===== src/rtl/max_reduce_ctrl_pkg.sv =====
// Shared types, FP16 constants and the FP16 ordering helper used by the max-reduction reader.
// Replaces the defines.v constants so every file sees one definition.
package max_reduce_ctrl_pkg;

    localparam int unsigned DATAWIDTH       = 16;
    localparam int unsigned MANTISSA        = 10;
    localparam int unsigned EXPONENT        = 5;
    localparam int unsigned IEEE_COMPLIANCE = 0;
    localparam int unsigned LANES           = 4;

    localparam logic [DATAWIDTH-1:0] FP_NEG_INF = 16'hFC00;

    typedef logic [DATAWIDTH-1:0] fp16_t;

    typedef enum logic [1:0] {
        StIdle,
        StIssue,
        StDrain,
        StDone
    } state_e;

    // Maps FP16 onto an unsigned key with the same ordering (NaN excluded).
    function automatic logic [DATAWIDTH-1:0] fp_key(input fp16_t v);
        return v[DATAWIDTH-1] ? ~v : (v | {1'b1, {(DATAWIDTH-1){1'b0}}});
    endfunction

    // Equivalent of the z1 (max) output of a floating-point compare with zctr=0.
    function automatic fp16_t fp_max(input fp16_t a, input fp16_t b);
        return (fp_key(b) > fp_key(a)) ? b : a;
    endfunction

endpackage


===== src/rtl/max_reduce_ctrl_if.sv =====
// Start/result handshake and buffer read port of the max-reduction reader.
// The slave modport is the reader itself; master is the surrounding datapath.
interface max_reduce_ctrl_if
    import max_reduce_ctrl_pkg::*;
#(
    parameter int unsigned ADDRW = 10
);

    logic                         start;
    logic [ADDRW-1:0]             base_addr;
    logic [ADDRW-1:0]             num_words;
    logic                         rd_en;
    logic [ADDRW-1:0]             rd_addr;
    logic [LANES*DATAWIDTH-1:0]   rd_data;
    logic                         busy;
    logic                         done;
    logic [DATAWIDTH-1:0]         max_out;
    logic                         max_valid;

    modport master (
        output start,
        output base_addr,
        output num_words,
        output rd_data,
        input  rd_en,
        input  rd_addr,
        input  busy,
        input  done,
        input  max_out,
        input  max_valid
    );

    modport slave (
        input  start,
        input  base_addr,
        input  num_words,
        input  rd_data,
        output rd_en,
        output rd_addr,
        output busy,
        output done,
        output max_out,
        output max_valid
    );

endinterface


===== src/rtl/max_reduce_ctrl_max5_tree.sv =====
// Five-input FP16 maximum: lanes pairwise, then the pair winners, then against the accumulator.
// Purely combinational; three comparator levels deep.
module max5_tree
    import max_reduce_ctrl_pkg::*;
(
    input  logic [LANES*DATAWIDTH-1:0] lanes,
    input  fp16_t                      acc,
    output fp16_t                      max_out
);

    fp16_t lane [LANES];
    fp16_t max01;
    fp16_t max23;
    fp16_t max_lanes;

    always_comb begin
        for (int i = 0; i < LANES; i++) begin
            lane[i] = lanes[i*DATAWIDTH +: DATAWIDTH];
        end
    end

    assign max01     = fp_max(lane[0], lane[1]);
    assign max23     = fp_max(lane[2], lane[3]);
    assign max_lanes = fp_max(max01, max23);
    assign max_out   = fp_max(max_lanes, acc);

endmodule


===== src/rtl/max_reduce_ctrl.sv =====
// Sequential max-reduction reader: streams num_words 4-lane FP16 words out of the score buffer
// and reports the running maximum with a one-cycle done pulse.
module max_reduce_ctrl
    import max_reduce_ctrl_pkg::*;
#(
    parameter int unsigned          ADDRW   = 10,
    parameter int unsigned          RD_LAT  = 1,
    parameter logic [DATAWIDTH-1:0] NEG_INF = FP_NEG_INF
) (
    input logic              clk,
    input logic              resetn,
    max_reduce_ctrl_if.slave bus
);

    state_e                     state_q, state_d;
    logic [ADDRW-1:0]           addr_q, addr_d;
    logic [ADDRW-1:0]           cnt_q, cnt_d;
    logic [RD_LAT-1:0]          vld_q, vld_d;
    logic                       cap_valid_q, cap_valid_d;
    logic [LANES*DATAWIDTH-1:0] cap_q, cap_d;
    fp16_t                      acc_q, acc_d;
    fp16_t                      max_q, max_d;
    logic                       max_valid_q, max_valid_d;
    fp16_t                      tree_max;
    logic                       rd_en;

    assign rd_en = (state_q == StIssue);

    max5_tree u_max5_tree (
        .lanes   (cap_q),
        .acc     (acc_q),
        .max_out (tree_max)
    );

    // Read-latency tracking: the tail of the valid shift register marks rd_data as live.
    always_comb begin
        vld_d    = '0;
        vld_d[0] = rd_en;
        for (int i = 1; i < RD_LAT; i++) begin
            vld_d[i] = vld_q[i-1];
        end
        cap_valid_d = vld_q[RD_LAT-1];
        cap_d       = cap_valid_d ? bus.rd_data : cap_q;
    end

    always_comb begin
        state_d     = state_q;
        addr_d      = addr_q;
        cnt_d       = cnt_q;
        acc_d       = acc_q;
        max_d       = max_q;
        max_valid_d = max_valid_q;

        if (cap_valid_q) begin
            acc_d = tree_max;
        end

        unique case (state_q)
            StIdle: begin
                if (bus.start) begin
                    addr_d      = bus.base_addr;
                    cnt_d       = bus.num_words;
                    acc_d       = NEG_INF;
                    max_valid_d = 1'b0;
                    state_d     = (bus.num_words != '0) ? StIssue : StDone;
                end
            end
            StIssue: begin
                addr_d = addr_q + ADDRW'(1);
                cnt_d  = cnt_q - ADDRW'(1);
                if (cnt_q == ADDRW'(1)) begin
                    state_d = StDrain;
                end
            end
            StDrain: begin
                // Nothing left to capture; the last accumulate lands on this same edge.
                if (~|vld_q) begin
                    state_d = StDone;
                end
            end
            StDone: begin
                state_d = StIdle;
            end
            default: begin
                state_d = StIdle;
            end
        endcase

        // Result is registered on entry to DONE so it is visible alongside the done pulse.
        if (state_d == StDone && state_q != StDone) begin
            max_d       = acc_d;
            max_valid_d = 1'b1;
        end
    end

    always_ff @(posedge clk or negedge resetn) begin
        if (!resetn) begin
            state_q     <= StIdle;
            addr_q      <= '0;
            cnt_q       <= '0;
            vld_q       <= '0;
            cap_valid_q <= 1'b0;
            cap_q       <= '0;
            acc_q       <= NEG_INF;
            max_q       <= '0;
            max_valid_q <= 1'b0;
        end else begin
            state_q     <= state_d;
            addr_q      <= addr_d;
            cnt_q       <= cnt_d;
            vld_q       <= vld_d;
            cap_valid_q <= cap_valid_d;
            cap_q       <= cap_d;
            acc_q       <= acc_d;
            max_q       <= max_d;
            max_valid_q <= max_valid_d;
        end
    end

    assign bus.rd_en     = rd_en;
    assign bus.rd_addr   = addr_q;
    assign bus.busy      = (state_q != StIdle);
    assign bus.done      = (state_q == StDone);
    assign bus.max_out   = max_q;
    assign bus.max_valid = max_valid_q;

endmodule

===== src/flat_wrapper.sv =====
// flat-port wrapper written by rule: the top's interface ports become plain ports
module max_reduce_ctrl_flat import max_reduce_ctrl_pkg::*;
#(
    parameter int unsigned          ADDRW   = 10,
    parameter int unsigned          RD_LAT  = 1,
    parameter logic [DATAWIDTH-1:0] NEG_INF = FP_NEG_INF
)
  (clk, resetn, bus_start, bus_base_addr, bus_num_words, bus_rd_data, bus_rd_en, bus_rd_addr, bus_busy, bus_done, bus_max_out, bus_max_valid);
  max_reduce_ctrl_if #(.ADDRW(ADDRW)) bus_i ();
  input logic clk;
  input logic resetn;
  input wire logic [$bits(bus_i.start)-1:0] bus_start;
  input wire logic [$bits(bus_i.base_addr)-1:0] bus_base_addr;
  input wire logic [$bits(bus_i.num_words)-1:0] bus_num_words;
  input wire logic [$bits(bus_i.rd_data)-1:0] bus_rd_data;
  output wire logic [$bits(bus_i.rd_en)-1:0] bus_rd_en;
  output wire logic [$bits(bus_i.rd_addr)-1:0] bus_rd_addr;
  output wire logic [$bits(bus_i.busy)-1:0] bus_busy;
  output wire logic [$bits(bus_i.done)-1:0] bus_done;
  output wire logic [$bits(bus_i.max_out)-1:0] bus_max_out;
  output wire logic [$bits(bus_i.max_valid)-1:0] bus_max_valid;
  assign bus_i.start = bus_start;
  assign bus_i.base_addr = bus_base_addr;
  assign bus_i.num_words = bus_num_words;
  assign bus_i.rd_data = bus_rd_data;
  assign bus_rd_en = bus_i.rd_en;
  assign bus_rd_addr = bus_i.rd_addr;
  assign bus_busy = bus_i.busy;
  assign bus_done = bus_i.done;
  assign bus_max_out = bus_i.max_out;
  assign bus_max_valid = bus_i.max_valid;
  max_reduce_ctrl #(.ADDRW(ADDRW), .RD_LAT(RD_LAT), .NEG_INF(NEG_INF)) u_core (.clk(clk), .resetn(resetn), .bus(bus_i));
endmodule

===== config.mk =====
export PLATFORM = sky130hd
export DESIGN_NAME = max_reduce_ctrl_flat
export DESIGN_NICKNAME = d
export VERILOG_FILES = /design/src/rtl/max_reduce_ctrl_pkg.sv /design/src/rtl/max_reduce_ctrl_if.sv /design/src/rtl/max_reduce_ctrl_max5_tree.sv /design/src/rtl/max_reduce_ctrl.sv /design/src/flat_wrapper.sv
export SDC_FILE = /design/constraint.sdc
export NUM_CORES = 1
export LEC_CHECK = 0
export BUFFER_PORTS_ARGS = -buffer_cell sky130_fd_sc_hd__buf_4
export CAP_MARGIN = 25
export CORE_UTILIZATION = 30
export CTS_BUF_LIST = sky130_fd_sc_hd__clkbuf_8
export DETAILED_ROUTE_END_ITERATION = 10
export SYNTH_ARGS = -nofsm -noshare
export SYNTH_HDL_FRONTEND = slang
export SYNTH_HIERARCHICAL = 1
export SYNTH_SLANG_ARGS = --single-unit

===== constraint.sdc =====
create_clock -name clk -period 7.5 [get_ports clk]
set_clock_uncertainty 0.1 [all_clocks]
set_input_delay 0.75 -clock clk [delete_from_list [all_inputs] [get_ports clk]]
set_output_delay 0.75 -clock clk [all_outputs]
set_load 0.03 [all_outputs]

==> flow_summary.toml, run 1 <==
[run_status]
status = "complete, no violations"

[power]
peakVddDrop_mv = 0.3016
p_per_area_nw_per_um2 = 472.1
p_sw_frac = 0.4815
comb_power_share = 0.652
clkPwrFrac = 0.131
pwr-share-seq = 0.217
leakage_nw = 4.769
cellInternalPower_mw = 2.566
p_switching_mw = 2.383

[sta]
clock.fmax_mhz = 139.8
tightest_slew_ps = 1016
finalSetupViolCount = 0
drv_slew = 0
rsz0062_at_grt = "no"
finalCritPeriodShare = 0.9538
slew_headroom = 0.3225
hold_viol = 0
fin_ws_ps = 346.5
fin_crit_ps = 7153

[critical_path]
crit_type = "register to register"
r2r_end = "u_core/bus.max_out[0]"
cpLargestDelayFamily = "compound AO/OA/AOI/OAI gates"
startpoint_type = "register"
worstPathArrival_ps = 7380
cp-end-kind = "register"
endpoint = "u_core/bus.max_out[0]"
path_max_fanout = 19
reg2reg_slack_ps = 350
worst_path_max_delay_cell = "a2111oi_0"
worstReg2RegStart = "u_core/cap_q[63]"
cp.depth = 25
reg2reg_depth = 25
worstPathRequired_ps = 7730
critical_path_buf_inv_count = 4
max_stage_delay_ps = 690
startpoint = "u_core/cap_q[63]"

[layout]
final_common_cell = "buf_4"
finalInstanceArea_um2 = 10490
diodes = 0
drive_gt1_frac = 0.3098
fin_nets = 1103
num-fill-cells = 2827
area_delta_synth_final_pct = 20.73
layout_common_cells = "139 x buf_4, 111 x dfrtp_1, 67 x ha_1"

[clock_tree]
clock_latency_ps = 450
cts_root_buf = "clkbuf_8"
htree_levels = 4
cts_buffers = 17
postCtsHoldBufs = 0
cts_tree = "yes"
cts_num_sinks = 121
clockBufferDepth = 2
clk_pin_slew_ps = 80

[floorplan]
rows = 61
start_util = 0.3084
coreArea_um2 = 28160
die_x_um = 172.1
die_h_um = 172.1
die_area_um2 = 29630
ios = 117

[placement]
place_ws_ps = -58.38
dp_hpwl_um = 18060
gp_congestion = 0.9172
io_buffers = 116
dpl_cell_area_um2 = 9973

[grt]
grt_pass1_vias = 6862
grt_max_degree = 68
grt_pass1_wl_um = 37510
overflow = 0
gr-usage-all-layers = 0.1652
antenna_found_initial = 0

[worst_hold_path]
min_path_type = "input pin to asynchronous set/reset pin"

[route]
vias = 6901
wl_um = 23810
drc_errors = 0
drt_iter0_markers = 369
dr.pass1.iters = 5
avgViaCountPerCell = 5.150
ant_nets = 0
wl_per_cell_um = 17.77

[synth]
synth.distinct_cells = 71
synth_edf_count = 0
syn-num-nets = 998
ys_seq_elements = 121
syn-instance-count = 844
synth-async-reset-ratio = 1.000
netlist.area_leader.share = 0.3314
syn_area_um2 = 8685
yosysWarnings = 6
netlist_top_cells_area = "dfrtp_1 33%, ha_1 9.7%, mux2_2 8.3%"
avgSynthCellArea_um2 = 10.29
yosys.area.top_type = "dfrtp_1"
ys.flop_type = "dfrtp_1"
yosysSeqAreaShare = 0.3495

[flow_run]
drv_cap = 0
## worst reg2reg max path: stages (launching register included)
cell       delay, ps
dfrtp_1          540
buf_4            290
xor2_1           120
ha_1             310
nand4_1          160
or4_1            580
clkinv_2          80
a31o_4           230
mux2i_1          440
ha_1             330
nand4_1          130
nor2_1            60
a221o_1          380
o31ai_4          290
buf_6            260
mux2i_1          120
ha_1             310
nand4_1          180
or3_1            440
nor3_2           270
a31oi_4          100
a2111oi_0        690
buf_4            230
a221oi_1          70
mux2i_1          230
o2bb2ai_1         80
## synthesized netlist by cell type (11+ instances only)
| cell type | n |
|---|---|
| nor2_1 | 40 |
| xor2_1 | 45 |
| nand2_1 | 48 |
| o2bb2ai_1 | 11 |
| nand4_1 | 16 |
| a311oi_1 | 18 |
| mux2_2 | 64 |
| ha_1 | 67 |
| a31oi_1 | 17 |
| clkbuf_1 | 21 |
| xnor2_1 | 30 |
| dfrtp_1 | 115 |
| buf_2 | 26 |
| mux2i_1 | 66 |
| inv_1 | 55 |
| a21oi_1 | 44 |
## worst min path at each step
stage                     cells past startpoint  slack [ps]                   from                     to
after CTS                                     1         320                 resetn  u_core/bus.rd_addr[7]
after detailed placement                      1         380  u_core/bus.max_out[5]  u_core/bus.max_out[5]
after global placement                        2         370   u_core/bus.max_valid   u_core/bus.max_valid
after floorplan                               0         320     u_core/cap_valid_d     u_core/cap_valid_q
final                                         1         280                 resetn  u_core/bus.rd_addr[7]
after global routing                          1         360                 resetn  u_core/bus.rd_addr[7]
## kinds of logic (layout without fill, tap and decap cells)
family,after synthesis,after routing,share of synthesized area
compound gates,176,176,0.1664
xor+xnor,75,75,0.07564
fa+ha+maj,67,67,0.09653
buf+inv,114,232,0.05965
flops,121,121,0.3495
mux,130,130,0.1591
simple gates,161,161,0.09321
## timing repair
action / 4_1_cts / 5_1_grt
buffers inserted: 0 / 2
endpoints found under the setup margin: 5 / 32
resized for setup: 2 / 16
pin swaps: 0 / 1
## power groups by stage
stage / Combinational (mW) / Sequential (mW) / Clock (mW)
after floorplan: 2.33 / 1.02 / 0
final: 3.23 / 1.07 / 0.649
after detailed placement: 3.13 / 1.08 / 0
after global placement: 3.09 / 1.08 / 0
after CTS: 3.14 / 1.07 / 0.671
after global routing: 3.56 / 1.10 / 0.696
## per-layer routing
| layer | share of wire | global-route usage | up-vias | routed length [µm] |
|---|---|---|---|---|
| li1 | - | - | 3310 | - |
| met1 | 0.44 | 0.2072 | 3377 | 10540 |
| met2 | 0.48 | 0.2798 | 184 | 11530 |
| met3 | 0.052 | 0.03777 | 30 | 1234 |
| met4 | 0.021 | 0.05156 | 0 | 509 |
| met5 | 0 | 0 | - | 0 |
## area by class of cell
cell class / instances / area [µm²] / share of cell area
flip-flops and latches: 121 / 3043 / 0.2902
clock buffers: 18 / 247.7 / 0.02363
inverters: 57 / 215.2 / 0.02052
well taps: 378 / 473.0 / 0.04511
repair buffers: 143 / 1100 / 0.1049
multi-input cells: 609 / 5221 / 0.4980
clock inverters: 14 / 185.2 / 0.01766
## metrics by stage
stage               cells  setup TNS (ps)  total power [mW]    util  hold WS [ps]
finish               1340               0             4.950  0.3723         281.9
global route         1340               0             5.354  0.3723         356.7
CTS                  1338               0             4.887  0.3696         318.3
detailed placement   1306          -81.34             4.208  0.3541         383.2
global placement     1306               0             4.168  0.3541         366.6
floorplan             844               0             3.349       -         320.4
## flip-flops by register name, summed over array words and instances (netlist names)
signal,count
u_core/acc_q,16
u_core/bus.max_out,16
u_core/bus.max_valid,1
u_core/bus.rd_addr,10
u_core/cap_q,64
u_core/cap_valid_d,1
u_core/cap_valid_q,1
u_core/cnt_q,10
u_core/state_q,2
No activity file was read; power rests on OpenSTA's default activity.
==> run 2, diff against run 1 <==
REMOVE_ABC_BUFFERS = 1   (was default)
clock period = 8.45 ns   (was 7.5 ns; I/O delays follow)
==> flow_summary.toml, run 2 (synthesis gave the netlist of run 1 again) <==
[run_status]
status = "complete, no violations"

[clock_tree]
cts_setup_buffers = 0
clock_latency_ps = 450
clk_pin_slew_ps = 80
cts_buffers = 17
htree_levels = 4
cts_root_buf = "clkbuf_8"
cts_tree = "yes"
cts_num_sinks = 121
clockBufferDepth = 2

[critical_path]
worstReg2RegStart = "u_core/cap_q[63]"
reg2reg_depth = 24
path_max_fanout = 31
r2r_end = "u_core/bus.max_out[10]"
worstPathArrival_ps = 8230
reg2reg_slack_ps = 430
crit_type = "register to register"
worstPathRequired_ps = 8670
endpoint = "u_core/bus.max_out[10]"
startpoint_type = "register"
cp-end-kind = "register"
startpoint = "u_core/cap_q[63]"

[worst_hold_path]
min_path_type = "input pin to asynchronous set/reset pin"

[route]
dr.pass1.iters = 5
ant_nets = 0
wl_um = 23320
wl_per_cell_um = 17.54
drc_errors = 0
vias = 6808
drt_iter0_markers = 383
avgViaCountPerCell = 5.123

[grt]
grt_pass1_wl_um = 36920
antenna_found_initial = 0
grt_max_degree = 69
overflow = 0
grt_pass1_vias = 6786
gr-usage-all-layers = 0.1613

[floorplan]
die_h_um = 172.1
coreArea_um2 = 28160
ios = 117
die_area_um2 = 29630
start_util = 0.3084
die_x_um = 172.1
rows = 61

[layout]
largest_reg_flops = 64
seq_area_um2 = 3042
num-fill-cells = 2840
finalInstanceArea_um2 = 10330
diodes = 0
area_delta_synth_final_pct = 18.95
fin_nets = 1092
layout_common_cells = "132 x buf_4, 110 x dfrtp_1, 67 x ha_1"
drive_gt1_frac = 0.2923
final_common_cell = "buf_4"
multi_input_area_um2 = 5165
top_register = "u_core/cap_q"
stdcell_count = 1329

[flow_run]
drv_cap = 0

[sta]
hold_slack_ps = 366.3
clock.fmax_mhz = 124.8
fin_crit_ps = 8015
drv_slew = 0
slew_headroom = 0.3629
finalSetupViolCount = 0
tightest_slew_ps = 955.6
fin_ws_ps = 434.8
hold_viol = 0
rsz0062_at_grt = "no"
finalCritPeriodShare = 0.9485

[placement]
numPlacedInstances = 1297
dpl_cell_area_um2 = 9881
dp_hpwl_um = 17530
gp_congestion = 0.9096
place_ws_ps = 265.2
io_buffers = 116

[power]
power_mw = 4.199
leakage_nw = 4.708
p_per_area_nw_per_um2 = 406.5
peakVddDrop_mv = 0.1959
-- run 2: cell types whose count changed in the layout (fill, tap and decap cells not counted), sizes merged --
cell,delta
clkinv,+2
inv,-3
clkbuf,-1
bufinv,+1
buf,-10
-- run 2: per-layer routing --
| layer | vias up | GRT usage | wire length (µm) |
|---|---|---|---|
| met5 | - | 0 | 0 |
| met4 | 0 | 0.03925 | 324 |
| met3 | 22 | 0.04005 | 1244 |
| met2 | 187 | 0.2696 | 11190 |
| met1 | 3303 | 0.2072 | 10560 |
| li1 | 3296 | - | - |
-- run 2: final cells by class --
cell class                 instances  area share
multi-input combinational        609      0.5000
timing repair buffer             132     0.09593
inverter                          57     0.02083
clock buffer                      18     0.02398
clock inverter                    14     0.01902
tap                              378     0.04578
sequential                       121      0.2945
-- run 2: critical path, cell delays in order, from the launching register on --
cell       delay, ps
dfrtp_2          680
xor2_1           170
ha_1             330
nand4_1          210
or4_1            900
clkinv_2         300
a31o_4           410
mux2i_1          390
ha_1             310
nand4_1          170
nor2_1            80
a221o_1          370
o31ai_4          460
buf_4            310
mux2i_1          200
ha_1             250
a21oi_1          150
nor2b_1           60
o41ai_1          500
a31oi_4          370
buf_4            320
a2111oi_2        420
a221oi_2          60
mux2i_1          250
a2bb2oi_2         80
-- run 2: through the flow --
step                TNS [ps]    util
finish                     0  0.3668
global route               0  0.3668
CTS                        0  0.3666
detailed placement         0  0.3508
global placement           0  0.3506
floorplan             -13870       -
-- run 2: worst min path at each step --
| stage | from | to | slack (ps) | depth (start not counted) |
|---|---|---|---|---|
| after floorplan | u_core/cnt_q[9] | u_core/cnt_q[9] | 360 | 1 |
| after global placement | u_core/bus.max_valid | u_core/bus.max_valid | 370 | 2 |
| after detailed placement | u_core/bus.max_valid | u_core/bus.max_valid | 360 | 2 |
| after CTS | resetn | u_core/bus.rd_addr[8] | 390 | 1 |
| after global routing | resetn | u_core/bus.rd_addr[9] | 410 | 1 |
| final | resetn | u_core/bus.rd_addr[9] | 370 | 1 |
-- run 2: power by group --
group / internal, mW / total [mW] / switching [mW]
clock: 0.331 / 0.590 / 0.259
combinational: 1.12 / 2.66 / 1.53
sequential: 0.743 / 0.953 / 0.209
total: 2.20 / 4.20 / 2.00
-- run 2: repair_timing --
item	4_1_cts	5_1_grt
gates resized for setup	0	4
setup endpoints to repair	0	32
hold buffers	0	0
